## src/rtl/serial_magnitude_comparator.sv

```systemverilog
// -----------------------------------------------------------------------------
// serial_magnitude_comparator
//   Compares two WIDTH-bit unsigned operands two bits per clock, starting with
//   the most significant 2-bit slice. The first unequal slice decides the
//   verdict. Later slices are still shifted through but cannot change it, so
//   latency is always N = WIDTH/2 cycles.
//
// Ports
//   clk    in   1      single clock, rising edge
//   rst    in   1      synchronous reset, active-high
//   start  in   1      request; sampled only when idle
//   a, b   in   WIDTH  operands, captured with an accepted start
//   busy   out  1      comparison in progress
//   done   out  1      one-cycle pulse: gt/eq/lt were just updated
//   gt     out  1      A >  B, held until the next done
//   eq     out  1      A == B, held until the next done
//   lt     out  1      A <  B, held until the next done
// -----------------------------------------------------------------------------
module serial_magnitude_comparator #(
  parameter int WIDTH = 8
) (
  input  logic             clk,
  input  logic             rst,
  input  logic             start,
  input  logic [WIDTH-1:0] a,
  input  logic [WIDTH-1:0] b,
  output logic             busy,
  output logic             done,
  output logic             gt,
  output logic             eq,
  output logic             lt
);

  localparam int N  = WIDTH / 2;
  localparam int CW = $clog2(N + 1);

  typedef enum logic {
    IDLE,
    RUN
  } state_t;

  state_t           state_q, state_d;
  logic [WIDTH-1:0] sha_q, sha_d;
  logic [WIDTH-1:0] shb_q, shb_d;
  logic [CW-1:0]    cnt_q, cnt_d;
  logic             decided_q, decided_d;
  logic             slice_gt_q, slice_gt_d;
  logic             slice_lt_q, slice_lt_d;
  logic             busy_q, busy_d;
  logic             done_q, done_d;
  logic             gt_q, gt_d;
  logic             eq_q, eq_d;
  logic             lt_q, lt_d;

  logic [1:0] sa, sb;
  logic       verdict_gt, verdict_lt;

  // Current slice and the verdict including it. Once decided, the stored
  // outcome wins and later slices are ignored.
  assign sa         = sha_q[WIDTH-1 -: 2];
  assign sb         = shb_q[WIDTH-1 -: 2];
  assign verdict_gt = slice_gt_q | (!decided_q && (sa > sb));
  assign verdict_lt = slice_lt_q | (!decided_q && (sa < sb));

  always_comb begin
    // NOTE: every signal gets a default before the case so no path leaves a
    // value unassigned; otherwise synthesis would infer a latch.
    state_d    = state_q;
    sha_d      = sha_q;
    shb_d      = shb_q;
    cnt_d      = cnt_q;
    decided_d  = decided_q;
    slice_gt_d = slice_gt_q;
    slice_lt_d = slice_lt_q;
    busy_d     = busy_q;
    done_d     = 1'b0;
    gt_d       = gt_q;
    eq_d       = eq_q;
    lt_d       = lt_q;

    unique case (state_q)
      IDLE: begin
        if (start) begin
          sha_d      = a;
          shb_d      = b;
          cnt_d      = CW'(N);
          decided_d  = 1'b0;
          slice_gt_d = 1'b0;
          slice_lt_d = 1'b0;
          busy_d     = 1'b1;
          state_d    = RUN;
        end
      end

      RUN: begin
        slice_gt_d = verdict_gt;
        slice_lt_d = verdict_lt;
        decided_d  = decided_q | (sa != sb);
        sha_d      = sha_q << 2;
        shb_d      = shb_q << 2;
        cnt_d      = cnt_q - 1'b1;
        // cnt_q == 1 marks the least significant slice being evaluated now.
        if (cnt_q == CW'(1)) begin
          gt_d    = verdict_gt;
          lt_d    = verdict_lt;
          eq_d    = !(verdict_gt | verdict_lt);
          done_d  = 1'b1;
          busy_d  = 1'b0;
          state_d = IDLE;
        end
      end

      default: state_d = IDLE;
    endcase
  end

  // NOTE: non-blocking assignments here so every flop samples the values of
  // the previous cycle regardless of statement order.
  always_ff @(posedge clk) begin
    if (rst) begin
      state_q    <= IDLE;
      sha_q      <= '0;
      shb_q      <= '0;
      cnt_q      <= '0;
      decided_q  <= 1'b0;
      slice_gt_q <= 1'b0;
      slice_lt_q <= 1'b0;
      busy_q     <= 1'b0;
      done_q     <= 1'b0;
      gt_q       <= 1'b0;
      eq_q       <= 1'b0;
      lt_q       <= 1'b0;
    end else begin
      state_q    <= state_d;
      sha_q      <= sha_d;
      shb_q      <= shb_d;
      cnt_q      <= cnt_d;
      decided_q  <= decided_d;
      slice_gt_q <= slice_gt_d;
      slice_lt_q <= slice_lt_d;
      busy_q     <= busy_d;
      done_q     <= done_d;
      gt_q       <= gt_d;
      eq_q       <= eq_d;
      lt_q       <= lt_d;
    end
  end

  assign busy = busy_q;
  assign done = done_q;
  assign gt   = gt_q;
  assign eq   = eq_q;
  assign lt   = lt_q;

endmodule
```

## config.mk

```make
export PLATFORM = sky130hd
export DESIGN_NAME = serial_magnitude_comparator
export DESIGN_NICKNAME = d
export VERILOG_FILES = /design/src/rtl/serial_magnitude_comparator.sv
export SDC_FILE = /design/constraint.sdc
export NUM_CORES = 1
export LEC_CHECK = 0
export BUFFER_PORTS_ARGS = -buffer_cell sky130_fd_sc_hd__buf_4
export CORE_MARGIN = 2
export CORE_UTILIZATION = 57
export CTS_CLUSTER_DIAMETER = 60
export DETAILED_ROUTE_END_ITERATION = 8
export PLACE_DENSITY = 0.89
export SLEW_MARGIN = 30
export SYNTH_ARGS = -nofsm -noshare
export SYNTH_HDL_FRONTEND = slang
export SYNTH_SLANG_ARGS = --single-unit
```

## constraint.sdc

```tcl
create_clock -name clk -period 3.9 [get_ports clk]
set_input_delay 0.39 -clock clk [delete_from_list [all_inputs] [get_ports clk]]
set_output_delay 0.39 -clock clk [all_outputs]
set_load 0.01 [all_outputs]
```

==> flow_summary.yaml <==
timing:
  setup-violations-final: 0
  hold_viol: 0
  fin_worst_skew_ns: 0.009724
  slew_headroom_pct: 65.15
  fin_crit_sh_pct: 44.40
  slew_violations: 0
  rsz0062_at_grt: "false"
  tightest_slew_ns: 0.5220
  min_period_ns: 1.731
  setup_tns_ns: 0
  clock.fmax_ghz: 0.5775
critical_path:
  rr_endpoint: "gt"
  r2r_cells: 4
  crit_path_start: "state_q"
  critPathRequiredTime_ns: 4.16
  r2r-start: "state_q"
  end_kind: "register"
  arrival_ns: 1.99
  startpoint_type: "register"
  r2r_slack_ns: 2.17
  cp_max_fo: 18
  criticalPathCategory: "register to register"
floorplanning:
  dieArea_um2: 2640
  dieWidth_um: 51.39
  die_h_um: 51.39
  core_area_um2: 2170
  initial_core_util_pct: 59.00
  io-pin-count: 24
  rows: 17
power:
  p_per_area_nw_per_um2: 378.9
  leakagePower_nw: 0.6389
  ir_worst_vdd_v: 0.0002696
detailed_routing:
  wl_per_cell_um: 12.53
  routed_via_density: 5.378
  drc: 0
  drtPass1Iterations: 4
  detail-route-antenna-nets: 0
  num_vias: 925
  wl_um: 2155
  dr.first_iter.drc_count: 5
clock_network:
  root_buffer: "clkbuf_4"
  clk_pin_slew_ns: 0.15
  cts_setup_buffers: 0
  cts_hold_buf: 0
  numCtsBuffers: 3
  cts_sinks: 28
  htreeDepth: 1
  ctsResizeCount: 0
  clk_latency_ns: 0.33
  cts_tree: "built"
  cts_buffer_depth: 2
cells_and_area:
  layout_common_cells: "dfxtp_1 (28), buf_4 (24), nor2_1 (21)"
  area_delta_synth_final_pct: 14.17
  drive_gt1_share_pct: 29.17
  final_common_cell: "dfxtp_1"
  antenna_cells: 0
  nNetsFinal: 168
  fin_area_um2: 1461
hold_path:
  hold-path-endpoint: "sha_q[1]"
  hold_start: "a[1]"
  holdCritPathClass: "primary input to register"
  min_delay_path_depth: 3
synth:
  yosysSeqAreaShare_pct: 43.79
  synthAdderAreaFrac_pct: 3.910
  synth-compound-area-share_pct: 7.625
  netlist_instances: 125
  synth_cell_type_count: 25
  synth_xor_area_share_pct: 0
  synth_fp_nets: 148
  synthesis.area_um2: 1280
  synth_top_family_by_area: "multiplexers"
  yosysWarnings: 0
  ys_ff_latch: 28
  avgSynthCellArea_um2: 10.24
  synth_top_cell_area_share_pct: 43.79
  synth_simple_gate_area_share_pct: 12.12
  netlist.top_cell.by_area: "dfxtp_1"
  netlist_top_cells_area: "dfxtp_1 (44%), mux2i_1 (13%), mux2_2 (11%)"
  synthMuxAreaShare_pct: 24.73
global_routing:
  grt_start_max_net_pins: 29
  grt_first_pass_wirelength_um: 3298
  grt_util_all_layers_pct: 16.41
  grt_pass1_vias: 804
  grt_remaining_overflow: 0
  antenna_found_initial: 0
place:
  place_area_um2: 1425
  port_buffers: 23
  hpwl_um: 1603
  finalWeightedCongestion: 0.7989
flow_run:
  drv_cap: 0
outcome:
  status: "completed"
[how the worst max path moves through the flow]
stage	to	depth (start not counted)	slack, ns
detailed placement	gt	4	2.20
CTS	gt	4	2.17
global route	gt	4	2.04
finish	gt	4	2.17
floorplan	eq	5	2.56
global placement	eq	4	2.29
[synth_stat cells]
library cell and number:
ha_1 4, a311oi_2 1, nand2_1 1, nand2b_1 1, o211ai_1 1, a41o_1 1, inv_1 8, nor3_1 6
o31a_1 2, clkbuf_1 2, buf_2 2, mux2i_1 17, a311oi_1 1, dfxtp_1 28, a211oi_1 2, a2bb2oi_1 1
nor2b_1 2, and3b_1 1, a21oi_1 3, nand3b_1 1, mux2_2 13, nor3b_1 1, buf_6 4, nor2_1 21
buf_4 1
[layout make-up]
class / count / area [µm²]
sequential: 28 / 560.5
inverter: 8 / 30.03
fill: 184 / 708.2
multi-input combinational: 80 / 619.3
tap: 28 / 35.03
timing repair buffer: 24 / 180.2
clock buffer: 4 / 36.28
[per-stage QoR]
stage / hold slack (ns) / worst slack (ns) / power [mW] / std cells / util [%]
after floorplan: 0.4534 / 2.564 / 0.3931 / 125 / -
after global placement: 0.4703 / 2.290 / 0.4133 / 168 / 65.69
after detailed placement: 0.4830 / 2.199 / 0.4191 / 168 / 65.69
after CTS: 0.3519 / 2.171 / 0.5591 / 172 / 67.36
after global routing: 0.3683 / 2.039 / 0.5767 / 172 / 67.36
final: 0.3397 / 2.169 / 0.5537 / 172 / 67.36
[worst max-delay path, cell delays in order, from the launching register on]
cell      delay (ns)
dfxtp_1         0.68
buf_4           0.34
and3b_1         0.31
nor2_1          0.08
a311oi_2        0.24
[registers in the layout, indices dropped and copies added, names as in the netlist]
| signal | cells |
|---|---|
| busy | 1 |
| eq | 1 |
| gt | 1 |
| state_q | 1 |
| sha_q | 8 |
| slice_gt_q | 1 |
| lt | 1 |
| decided_q | 1 |
| slice_lt_q | 1 |
| cnt_q | 3 |
| shb_q | 8 |
| done | 1 |
[kinds of logic (layout without fill, tap and decap cells)]
kind of cell,count (synthesis),count (layout)
AO/OA/AOI/OAI,12,12
adder cells (fa/ha/maj),4,4
buffers and inverters,17,36
flip-flops,28,28
multiplexers,30,30
AND/OR/NAND/NOR,34,34
[metal layers]
| layer | wire (µm) | share of wire, % | track usage, % | vias to the layer above |
|---|---|---|---|---|
| met5 | 0 | 0 | 0 | - |
| met4 | 38 | 1.8 | 7.895 | 0 |
| met3 | 92 | 4.3 | 2.047 | 5 |
| met2 | 1095 | 51 | 28.85 | 20 |
| met1 | 929 | 43 | 19.59 | 427 |
| li1 | - | - | - | 473 |
[report_power, final]
group | switching (mW) | total, mW | internal, mW
Clock | 0.0842 | 0.141 | 0.0572
Sequential | 0.0130 | 0.317 | 0.304
Combinational | 0.0432 | 0.0951 | 0.0519
Total | 0.140 | 0.554 | 0.413
Note: power is estimated with default switching activity, not from simulation.
